$ cat src/rtl/updown_counter_pkg.sv
// rtl/updown_counter_pkg.sv - shared mode constants for the up/down counter
// Purpose: limit-behaviour selector used by updown_counter_param and its helper.
// Contents: mode_e (MODE_WRAP = 0, MODE_SAT = 1).
package updown_counter_pkg;

    typedef enum logic {
        MODE_WRAP = 1'b0,
        MODE_SAT  = 1'b1
    } mode_e;

endpackage

$ cat src/rtl/updown_limit_next.sv
// rtl/updown_limit_next.sv - limit detection and next-count selection
// Purpose: decides where an enabled step lands, given the current count and direction.
// Ports:
//   qout     in   current count
//   updown   in   1 = up, 0 = down
//   at_max   out  count equals MAX_VAL
//   at_min   out  count equals 0
//   step_val out  count after an enabled step (wrapped or held at a limit)
//   crossing out  the step hits a limit (wrap in MODE_WRAP, blocked in MODE_SAT)
module updown_limit_next
    import updown_counter_pkg::*;
#(
    parameter int               WIDTH   = 8,
    parameter logic [WIDTH-1:0] MAX_VAL = '1,
    parameter mode_e            MODE    = MODE_WRAP
) (
    input  logic [WIDTH-1:0] qout,
    input  logic             updown,
    output logic             at_max,
    output logic             at_min,
    output logic [WIDTH-1:0] step_val,
    output logic             crossing
);

    always_comb begin
        at_max   = (qout == MAX_VAL);
        at_min   = (qout == '0);
        crossing = updown ? at_max : at_min;
        step_val = qout;
        if (updown) begin
            if (!at_max) begin
                step_val = qout + 1'b1;
            end else if (MODE == MODE_WRAP) begin
                step_val = '0;
            end
        end else begin
            if (!at_min) begin
                step_val = qout - 1'b1;
            end else if (MODE == MODE_WRAP) begin
                step_val = MAX_VAL;
            end
        end
    end

endmodule

$ cat src/rtl/updown_counter_param.sv
// rtl/updown_counter_param.sv - parameterised up/down counter with wrap or saturate limits
// Purpose: WIDTH-bit counter bounded to 0..MAX_VAL with clear > load > en priority.
// Ports:
//   clk       in   clock, rising edge
//   reset_n   in   asynchronous active-low reset
//   clear     in   synchronous clear to 0
//   load      in   synchronous load of min(load_val, MAX_VAL)
//   load_val  in   load data
//   en        in   count enable
//   updown    in   1 = up, 0 = down
//   Qout      out  registered count
//   tc        out  terminal count for the current direction (combinational)
//   wrap      out  registered pulse on a limit crossing / blocked step
//   sat       out  registered level while held at a limit (MODE_SAT only)
module updown_counter_param
    import updown_counter_pkg::*;
#(
    parameter int              WIDTH   = 8,
    parameter longint unsigned MAX_VAL = (64'd1 << WIDTH) - 64'd1,
    parameter mode_e           MODE    = MODE_WRAP
) (
    input  logic             clk,
    input  logic             reset_n,
    input  logic             clear,
    input  logic             load,
    input  logic [WIDTH-1:0] load_val,
    input  logic             en,
    input  logic             updown,
    output logic [WIDTH-1:0] Qout,
    output logic             tc,
    output logic             wrap,
    output logic             sat
);

    if (WIDTH < 2 || WIDTH > 32) begin : g_bad_width
        $error("updown_counter_param: WIDTH must be 2..32");
    end
    if (MAX_VAL == 0 || MAX_VAL > ((64'd1 << WIDTH) - 64'd1)) begin : g_bad_max_val
        $error("updown_counter_param: MAX_VAL must be 1..2**WIDTH-1");
    end

    localparam logic [WIDTH-1:0] MAX_W = MAX_VAL[WIDTH-1:0];

    logic [WIDTH-1:0] qout_q, qout_d;
    logic             wrap_q, wrap_d;
    logic             sat_q,  sat_d;

    logic             at_max, at_min, crossing;
    logic [WIDTH-1:0] step_val;

    updown_limit_next #(
        .WIDTH   (WIDTH),
        .MAX_VAL (MAX_W),
        .MODE    (MODE)
    ) u_limit_next (
        .qout     (qout_q),
        .updown   (updown),
        .at_max   (at_max),
        .at_min   (at_min),
        .step_val (step_val),
        .crossing (crossing)
    );

    always_comb begin
        qout_d = qout_q;
        wrap_d = 1'b0;
        sat_d  = sat_q;
        if (clear) begin
            qout_d = '0;
            sat_d  = 1'b0;
        end else if (load) begin
            // Clamp so an out-of-range load can never push the count past MAX_VAL.
            qout_d = (load_val > MAX_W) ? MAX_W : load_val;
            sat_d  = 1'b0;
        end else if (en) begin
            qout_d = step_val;
            wrap_d = crossing;
            // In wrap mode a crossing is a wrap, never a hold, so sat stays low.
            sat_d  = (MODE == MODE_SAT) && crossing;
        end
    end

    always_ff @(posedge clk or negedge reset_n) begin
        if (!reset_n) begin
            qout_q <= '0;
            wrap_q <= 1'b0;
            sat_q  <= 1'b0;
        end else begin
            qout_q <= qout_d;
            wrap_q <= wrap_d;
            sat_q  <= sat_d;
        end
    end

    assign Qout = qout_q;
    assign wrap = wrap_q;
    assign sat  = sat_q;
    assign tc   = updown ? at_max : at_min;

endmodule

$ cat config.mk
export PLATFORM = sky130hd
export DESIGN_NAME = updown_counter_param
export DESIGN_NICKNAME = d
export VERILOG_FILES = /design/src/rtl/updown_counter_pkg.sv /design/src/rtl/updown_limit_next.sv /design/src/rtl/updown_counter_param.sv
export SDC_FILE = /design/constraint.sdc
export NUM_CORES = 1
export LEC_CHECK = 0
export BUFFER_PORTS_ARGS = -buffer_cell sky130_fd_sc_hd__clkbuf_2
export CORE_MARGIN = 3
export CORE_UTILIZATION = 40
export DETAILED_ROUTE_END_ITERATION = 10
export PLACE_DENSITY = 0.7
export RECOVER_POWER = 25
export SYNTH_ARGS = -nofsm -noshare
export SYNTH_HDL_FRONTEND = slang
export SYNTH_SLANG_ARGS = --single-unit
$ cat constraint.sdc
create_clock -name clk -period 2.6 [get_ports clk]
set_input_delay 0.52 -clock clk [delete_from_list [all_inputs] [get_ports clk]]
set_output_delay 0.52 -clock clk [all_outputs]
set_load 0.02 [all_outputs]
==> reports/results.tsv, run 1 <==
metric	value	unit
post_drt_antenna_nets	0	
cp_slowest_stage_delay	0.48	ns
routed-via-count	942	
drt_pass1_iterations	4	
static-leakage-power	0.442	nW
cts_tree	yes	
timing_hold_violations_final	0	
critical_path_arrival	1.96	ns
antenna_found_initial	0	
io_buffer_count	23	
crit_required	2.08	ns
finish.net_count	151	
ys_top_cells_by_area	sky130_fd_sc_hd__dfrtp_1, sky130_fd_sc_hd__nor3b_1, sky130_fd_sc_hd__a21oi_1, sky130_fd_sc_hd__ha_1, sky130_fd_sc_hd__nor3_1	
count_of_flip_flops_with_a_built_in_enable_after_synthesis	0	
power-per-cell-area	434	mW/mm^2
type_of_the_worst_setup_path	flop to primary output	
synthesis.instances	112	
timing.hold.worst.class	input pin to async pin	
yosysTopAreaCellShare	0.252	
layout-drive-gt1-share	0.323	
postLayoutCoreUtil	0.513	
synth.yosys.seq_area_share	0.252	
dr.first_iter.drc_count	35	
die_y	53.3	um
fin_crit_sh	0.953	
floorplan.initialDensity	0.438	
r2r_slack	0.80	ns
ys_top_cells_by_count	sky130_fd_sc_hd__a21oi_1, sky130_fd_sc_hd__dfrtp_1, sky130_fd_sc_hd__nor2_1, sky130_fd_sc_hd__nand2_1, sky130_fd_sc_hd__nor3b_1	
first_global_vias	828	
synthArstFlopShare	1.00	
floorplan.io_pins	25	
antenna_cells_inserted	0	
fin_ws	0.122	ns
grt_pass1_wl	3.93	mm
drt-wirelength-per-cell	15.4	um
grt_max_degree	18	
yosysUniqueCellTypes	43	
timing.max_slew.rel_slack	0.660	
worst_setup_path_start_kind	flop	
path_delay_family	simple AND/OR/NAND/NOR gates	
cap_violations	0	
dpl.hpwl	1.76	mm
synth_largest_area_cell	sky130_fd_sc_hd__dfrtp_1	
critical_path.n_buffers_inverters	2	
rr_endpoint	Qout[6]$_DFFE_PN0P_	
drt-vias-per-instance	5.89	
clock-skew-final	0.00581	ns
areaGrowthSynthToFinish	17.2	%
count_of_endpoints_failing_setup_in_the_final_report	0	
crit_chain	inv_1 > ha_1 > or3b_2 > nor3_2 > or2_2 > clkbuf_2	
number_of_warnings_reported_in_the_yosys_synthesis_log	0	
library_cell_used_as_clock_root_buffer	sky130_fd_sc_hd__clkbuf_4	
worst-path-max-fanout	6	
clkSlewWorstSetupHoldPaths	0.07	ns
globalRouteTotalUtil	0.188	
timing.final.crit_period	2.48	ns
core-area	0.00204	mm^2
r2r-start	Qout[0]$_DFFE_PN0P_	
max-clock-path-buffers	2	
insertion_delay	0.27	ns
placement.setup.worst_slack	0.348	ns
synth_seq_cells	9	
gp_routability_congestion	0.879	
synthFlopType	sky130_fd_sc_hd__dfrtp_1	
hold_ws	0.187	ns
fmax	404	MHz
globalRoute.totalOverflow	0	
worstSetupEndpointType	primary output	
design.die.area	0.00284	mm^2
timing_worst_slew_pin_value	0.509	ns
synth_area	893	um^2
width_of_the_chip	53.3	um
maxSlewViolCount	0	
postSynthNetCount	129	
outcome	completed	
placement_rows	16	
cpMaxStageDelayCell	sky130_fd_sc_hd__or3b_2	
reg2regPathDepth	6	
cts-buffers-inserted	3	
worst_ir_drop_vdd	329	uV
cts_htree_levels	1	
drt_drc	0	
numClockSinks	9	
post_cts_hold_buffer_count	0	
wirelength	2.46	mm
postSynthAreaPerCell	7.98	um^2
## metal layers
layer	share of wire	vias up	global-route usage
li1	-	454	-
met1	0.42	427	0.261
met2	0.47	53	0.284
met3	0.090	8	0.0535
met4	0.021	0	0.0468
met5	0	-	0
## cells by family (layout without fill, tap and decap cells)
kind of cell / Yosys count / after routing / share of synthesized area
fa+ha+maj: 3 / 3 / 0.0420
mux: 1 / 1 / 0.0112
compound gates: 30 / 30 / 0.244
other cells: 1 / 1 / 0.00420
buf+inv: 15 / 36 / 0.0840
simple gates: 48 / 48 / 0.314
xor+xnor: 5 / 5 / 0.0490
flops: 9 / 9 / 0.252
## registers in the layout, indices dropped and copies added, names as in the netlist
register  flops
Qout          8
wrap          1
## how the worst max path moves through the flow
stage	from	to	slack (ns)	depth (start not counted)
floorplan	Qout[0]$_DFFE_PN0P_	tc	0.35	6
global placement	Qout[0]$_DFFE_PN0P_	tc	0.40	6
detailed placement	Qout[0]$_DFFE_PN0P_	tc	0.35	6
CTS	Qout[0]$_DFFE_PN0P_	tc	0.04	6
global route	Qout[0]$_DFFE_PN0P_	tc	-0.01	6
finish	Qout[0]$_DFFE_PN0P_	tc	0.12	6
## power breakdown
| part | total (mW) | internal, mW | switching, mW |
|---|---|---|---|
| sequential | 0.173 | 0.150 | 0.0233 |
| clock | 0.115 | 0.0594 | 0.0553 |
| combinational | 0.167 | 0.0740 | 0.0929 |
## timing repair
item,in CTS,in global routing
setup endpoints to repair,0,1
setup buffers,0,4
gates resized for setup,0,2
## metrics by stage
stage | instances | area [um^2] | power (mW) | TNS (ns)
3_5_place_dp | 152 | 990 | 0.333 | 0
3_3_place_gp | 152 | 990 | 0.329 | 0
2_1_floorplan | 112 | 893 | 0.295 | 0
6_report | 160 | 1050 | 0.455 | 0
4_1_cts | 156 | 1020 | 0.447 | 0
5_1_grt | 160 | 1050 | 0.484 | -0.0128
## area by class of cell
cell class	instances	area, um^2
multi-input cells	88	593
clock buffers	4	26.3
fillers	207	995
well taps	27	33.8
flip-flops and latches	9	228
inverters	4	15.0
repair buffers	28	151
## layout by cell type, fill, tap and decap left out, types with 2 or more instances in the layout
| cell type | netlist | layout |
|---|---|---|
| sky130_fd_sc_hd__clkbuf_2 | 0 | 22 |
| sky130_fd_sc_hd__a21oi_1 | 9 | 9 |
| sky130_fd_sc_hd__nor2_1 | 8 | 8 |
| sky130_fd_sc_hd__dfrtp_1 | 9 | 7 |
| sky130_fd_sc_hd__nand2_1 | 7 | 7 |
| sky130_fd_sc_hd__nor3b_1 | 7 | 7 |
| sky130_fd_sc_hd__nor3_1 | 6 | 6 |
| sky130_fd_sc_hd__buf_4 | 2 | 5 |
| sky130_fd_sc_hd__inv_1 | 4 | 4 |
| sky130_fd_sc_hd__nand3_1 | 4 | 4 |
| sky130_fd_sc_hd__or2_2 | 3 | 3 |
| sky130_fd_sc_hd__a31oi_1 | 3 | 3 |
| sky130_fd_sc_hd__o21ai_0 | 3 | 3 |
| sky130_fd_sc_hd__xnor2_1 | 3 | 3 |
| sky130_fd_sc_hd__ha_1 | 3 | 3 |
| sky130_fd_sc_hd__clkbuf_4 | 0 | 3 |
| sky130_fd_sc_hd__dfrtp_2 | 0 | 2 |
| sky130_fd_sc_hd__nor2b_1 | 2 | 2 |
| sky130_fd_sc_hd__a211oi_2 | 2 | 2 |
| sky130_fd_sc_hd__or3_1 | 2 | 2 |
| sky130_fd_sc_hd__xor2_1 | 2 | 2 |
| sky130_fd_sc_hd__a22oi_1 | 2 | 2 |
| sky130_fd_sc_hd__o2bb2ai_1 | 2 | 2 |
| sky130_fd_sc_hd__clkbuf_1 | 5 | 2 |
## worst reg2reg max path, cell delays in order, from the launching register on
cell                       delay, ns
sky130_fd_sc_hd__dfrtp_2        0.45
sky130_fd_sc_hd__inv_1          0.10
sky130_fd_sc_hd__ha_1           0.18
sky130_fd_sc_hd__or3b_2         0.48
sky130_fd_sc_hd__a211oi_2       0.23
sky130_fd_sc_hd__nor3_1         0.08
sky130_fd_sc_hd__o32ai_2        0.20
Note: power is estimated with default switching activity, not from simulation.
==> run 2: changes to the inputs <==
Settings changed: PLACE_DENSITY 0.7 to unset.
==> run 2 against run 1 <==
Maximum frequency rose by 0.46%. Largest power group unchanged. Cell count is 0.63% lower. Power down 0.67%. Non-clock buffer count decreased by 1. Global-route usage shrank 0.20 points. Combinational power about the same. Worst hold slack improved by 0.0010 ns. Clock skew decreased by 0.0055 ns. Via count is 4.9% lower. Utilization shrank 0.43 points. Wire length fell by 3.5%.
==> reports/results.tsv, run 2 (synthesis gave the netlist of run 1 again) <==
metric	value	unit
wirelength	2.38	mm
r2r-start	Qout[1]$_DFFE_PN0P_	
largest_register_ffs	8	
grt_max_degree	18	
timing.hold.worst.class	input pin to async pin	
drt_drc	0	
clkPwrFrac	0.254	
globalRouteTotalUtil	0.186	
clkSlewWorstSetupHoldPaths	0.06	ns
floorplan.initialDensity	0.438	
fillers	209	
proportion_of_power_drawn_by_combinational_gates	0.363	
power.share.switching	0.376	
startpoint	Qout[1]$_DFFE_PN0P_	
worst_setup_path_start_kind	flop	
cts_tree	yes	
cp_slowest_stage_delay	0.49	ns
power-per-cell-area	435	mW/mm^2
grt_pass1_wl	3.75	mm
cts-buffers-inserted	3	
layout_common_cells	sky130_fd_sc_hd__clkbuf_2, sky130_fd_sc_hd__a21oi_1, sky130_fd_sc_hd__dfrtp_1, sky130_fd_sc_hd__nor2_1	
timing.final.crit_period	2.47	ns
antenna_found_initial	0	
drt_pass1_iterations	4	
layout.cells.most_common	sky130_fd_sc_hd__clkbuf_2	
r2r_slack	0.79	ns
seq_power_share	0.383	
crit_chain	inv_1 > ha_1 > or3b_2 > nor3_2 > or2_2 > clkbuf_2	
first_global_vias	807	
finish.net_count	150	
dr.first_iter.drc_count	21	
path_delay_family	simple AND/OR/NAND/NOR gates	
io_buffer_count	23	
static-leakage-power	0.439	nW
critical_path_arrival	1.95	ns
insertion_delay	0.27	ns
post_cts_hold_buffer_count	0	
p_int	0.282	mW
timing_hold_violations_final	0	
width_of_the_chip	53.3	um
worst_ir_drop_vdd	262	uV
drt-vias-per-instance	5.64	
antenna_cells_inserted	0	
fmax	405	MHz
die_y	53.3	um
post_drt_antenna_nets	0	
core-area	0.00204	mm^2
reg2regPathDepth	6	
count_of_endpoints_failing_setup_in_the_final_report	0	
seqCellArea	226	um^2
cts_htree_levels	1	
gp_routability_congestion	0.850	
clock-skew-final	0.000273	ns
multiInputGateArea	593	um^2
setup_tns	0	ns
library_cell_used_as_clock_root_buffer	sky130_fd_sc_hd__clkbuf_4	
numClockSinks	9	
grt_setup_unrepaired	no	
layout-drive-gt1-share	0.311	
power.net_switching	0.170	mW
worstSetupEndpointType	primary output	
placement_rows	16	
routed-via-count	896	
fin_crit_sh	0.949	
dpl.hpwl	1.82	mm
hold_ws	0.188	ns
timing_worst_slew_pin_value	0.510	ns
design.die.area	0.00284	mm^2
outcome	completed	
timing.max_slew.rel_slack	0.660	
crit_required	2.08	ns
floorplan.io_pins	25	
critical_path.n_buffers_inverters	2	
drt-wirelength-per-cell	14.9	um
cpMaxStageDelayCell	sky130_fd_sc_hd__or3b_2	
maxSlewViolCount	0	
areaGrowthSynthToFinish	16.2	%
cap_violations	0	
max-clock-path-buffers	2	
worst-path-max-fanout	5	
rr_endpoint	Qout[0]$_DFFE_PN0P_	
globalRoute.totalOverflow	0	
type_of_the_worst_setup_path	flop to primary output	
run 2: changes by cell type in the layout (fill, tap and decap cells not counted):
cell                      previous run  this run
sky130_fd_sc_hd__buf_4               5         4
sky130_fd_sc_hd__dfrtp_1             7         8
sky130_fd_sc_hd__dfrtp_2             2         1
run 2: layout make-up:
type                       count  share of cell area
inverter                       4              0.0145
multi-input combinational     88               0.571
timing repair buffer          27               0.139
sequential                     9               0.218
clock buffer                   4              0.0253
tap                           27              0.0325
run 2: how the worst max path moves through the flow:
stage,endpoint,depth (start not counted),slack (ns)
floorplan,tc,6,0.35
global placement,tc,6,0.42
detailed placement,tc,6,0.33
CTS,tc,6,0.03
global route,tc,6,0.03
finish,tc,6,0.13
run 2: timing repair:
action                                 CTS  global route
resized for setup                        0             1
setup endpoints to repair                0             1
endpoints found under the hold margin    0             0
setup buffers                            0             2
run 2: layer usage:
| metal | vias to the layer above | part of all wire | track usage |
|---|---|---|---|
| met5 | - | 0 | 0 |
| met4 | 0 | 0.017 | 0.0766 |
| met3 | 6 | 0.055 | 0.0394 |
| met2 | 32 | 0.47 | 0.298 |
| met1 | 410 | 0.46 | 0.239 |
| li1 | 448 | - | - |
run 2: through the flow:
stage / instance area, um^2 / util / power [mW] / setup WS, ns / std cells
floorplan: 893 / - / 0.295 / 0.353 / 112
global placement: 997 / 0.488 / 0.333 / 0.420 / 153
detailed placement: 997 / 0.488 / 0.336 / 0.332 / 153
CTS: 1020 / 0.501 / 0.449 / 0.0327 / 157
global route: 1040 / 0.509 / 0.478 / 0.0264 / 159
finish: 1040 / 0.509 / 0.452 / 0.134 / 159
run 2: power groups by stage:
stage | Clock, mW | Combinational (mW) | Sequential [mW]
CTS | 0.115 | 0.161 | 0.173
finish | 0.115 | 0.164 | 0.173
floorplan | 0 | 0.120 | 0.175
detailed placement | 0 | 0.160 | 0.176
global placement | 0 | 0.158 | 0.175
global route | 0.123 | 0.181 | 0.175
==> run 3: changes to the inputs <==
Settings changed: CELL_PAD_IN_SITES_DETAIL_PLACEMENT set to 0, CELL_PAD_IN_SITES_GLOBAL_PLACEMENT set to 1, CORE_MARGIN 3 to unset, CORE_UTILIZATION 40 to 37, PLACE_DENSITY_LB_ADDON set to 0.1.
==> run 3 against run 2 <==
Clock skew grew 0.0016 ns. Sequential share of layout area down 0.28 points. Clock power about the same. Highest routed layer unchanged. Largest power group unchanged. Power rose by 1.2%. Largest cell class unchanged.
==> reports/results.tsv, run 3 (synthesis gave the netlist of run 1 again) <==
metric	value	unit
drt-vias-per-instance	5.80	
outcome	completed	
post_cts_hold_buffer_count	0	
seq_power_share	0.373	
timing.critical_path.depth	6	
first_global_vias	861	
layout-drive-gt1-share	0.308	
post_cts.repair.setup_buffers	0	
critical_path_arrival	1.91	ns
largest_register_ffs	8	
setup_tns	0	ns
finish.net_count	151	
postLayoutCoreUtil	0.468	
antenna_found_initial	0	
critical_path.n_buffers_inverters	2	
cts_htree_levels	1	
globalRoute.busiestLayer	met2	
globalRoute.totalOverflow	0	
insertion_delay	0.27	ns
clkPwrFrac	0.259	
startpoint	Qout[0]$_DFFE_PN0P_	
drt_pass1_iterations	4	
layout_common_cells	sky130_fd_sc_hd__clkbuf_2, sky130_fd_sc_hd__dfrtp_1, sky130_fd_sc_hd__a21oi_1	
clkSlewWorstSetupHoldPaths	0.07	ns
power-per-cell-area	437	mW/mm^2
dpl.hpwl	1.87	mm
drt_drc	0	
core-area	0.00223	mm^2
cp_slowest_stage_delay	0.49	ns
post_drt_antenna_nets	0	
drt-wirelength-per-cell	16.0	um
cts-buffers-inserted	3	
gp_routability_congestion	0.820	
clock-skew-final	0.00191	ns
power.net_switching	0.175	mW
worst-path-max-fanout	3	
grt_met1_use	0.314	
gr-usage-met2	0.327	
timing.hold.worst.class	input pin to async pin	
width_of_the_chip	51.1	um
areaGrowthSynthToFinish	17.1	%
die_y	51.1	um
routed-via-count	933	
fillers	241	
placement_rows	17	
timing.max_slew.rel_slack	0.618	
max-clock-path-buffers	2	
globalRouteTotalUtil	0.223	
grt_setup_unrepaired	no	
maxSlewViolCount	0	
p_int	0.282	mW
layout.cells.most_common	sky130_fd_sc_hd__clkbuf_2	
ctsResizeCount	0	
cap_violations	0	
design.die.area	0.00261	mm^2
floorplan.io_pins	25	
io_buffer_count	23	
numClockSinks	9	
proportion_of_power_drawn_by_combinational_gates	0.368	
power.share.switching	0.382	
worst_setup_path_start_kind	flop	
static-leakage-power	0.444	nW
timing_worst_slew_pin_value	0.573	ns
finalPower	0.457	mW
path_delay_family	simple AND/OR/NAND/NOR gates	
grt.met3_usage	0.0298	
worstSetupEndpointType	primary output	
wirelength	2.57	mm
floorplan.initialDensity	0.400	
antenna_cells_inserted	0	
crit_required	2.08	ns
fmax	412	MHz
grt_max_degree	17	
reg2regPathDepth	6	
library_cell_used_as_clock_root_buffer	sky130_fd_sc_hd__clkbuf_4	
fin_crit_sh	0.934	
cts_tree	yes	
grt_pass1_wl	4.26	mm
dr.first_iter.drc_count	13	
count_of_endpoints_failing_setup_in_the_final_report	0	
r2r-start	Qout[0]$_DFFE_PN0P_	
rr_endpoint	Qout[6]$_DFFE_PN0P_	
r2r_slack	0.85	ns
timing_hold_violations_final	0	
timing.final.crit_period	2.43	ns
crit_chain	inv_1 > ha_1 > or3b_2 > nor3_2 > or2_2 > clkbuf_2	
cpMaxStageDelayCell	sky130_fd_sc_hd__or3b_2	
cp-endpoint	tc	
type_of_the_worst_setup_path	flop to primary output	
worst_ir_drop_vdd	212	uV
run 3: changes by cell type in the layout (fill, tap and decap cells not counted), sizes merged:
cell / change
buf: +1
run 3: power by group through the flow:
stage	Sequential (mW)	Combinational, mW	Clock, mW
6_report	0.171	0.168	0.118
5_1_grt	0.174	0.187	0.129
4_1_cts	0.170	0.169	0.124
3_5_place_dp	0.173	0.168	0
3_3_place_gp	0.172	0.169	0
2_1_floorplan	0.175	0.120	0
run 3: per-stage QoR:
stage / cells / cell area, um^2 / setup WS (ns) / hold WS (ns)
finish: 161 / 1050 / 0.171 / 0.214
global route: 161 / 1050 / 0.0360 / 0.258
CTS: 161 / 1050 / 0.150 / 0.115
detailed placement: 157 / 1020 / 0.457 / 0.411
global placement: 157 / 1020 / 0.538 / 0.406
floorplan: 112 / 893 / 0.353 / 0.224
run 3: worst min-delay path by stage:
stage | to | slack (ns) | cells past startpoint
floorplan | Qout[0]$_DFFE_PN0P_ | 0.22 | 0
global placement | Qout[6]$_DFFE_PN0P_ | 0.41 | 1
detailed placement | Qout[1]$_DFFE_PN0P_ | 0.41 | 1
CTS | wrap$_DFF_PN0_ | 0.12 | 1
global route | Qout[6]$_DFFE_PN0P_ | 0.26 | 1
finish | Qout[0]$_DFFE_PN0P_ | 0.21 | 1
run 3: layout make-up:
cell class	instances	area [um^2]	share of cell area
multi-input cells	88	593	0.567
flip-flops and latches	9	225	0.215
repair buffers	28	151	0.145
well taps	28	35.0	0.0335
clock buffers	4	26.3	0.0251
inverters	4	15.0	0.0144
run 3: layer usage:
layer | up-vias | part of all wire
met5 | - | 0
met4 | 0 | 0.018
met3 | 4 | 0.033
met2 | 23 | 0.47
met1 | 458 | 0.47
li1 | 448 | -
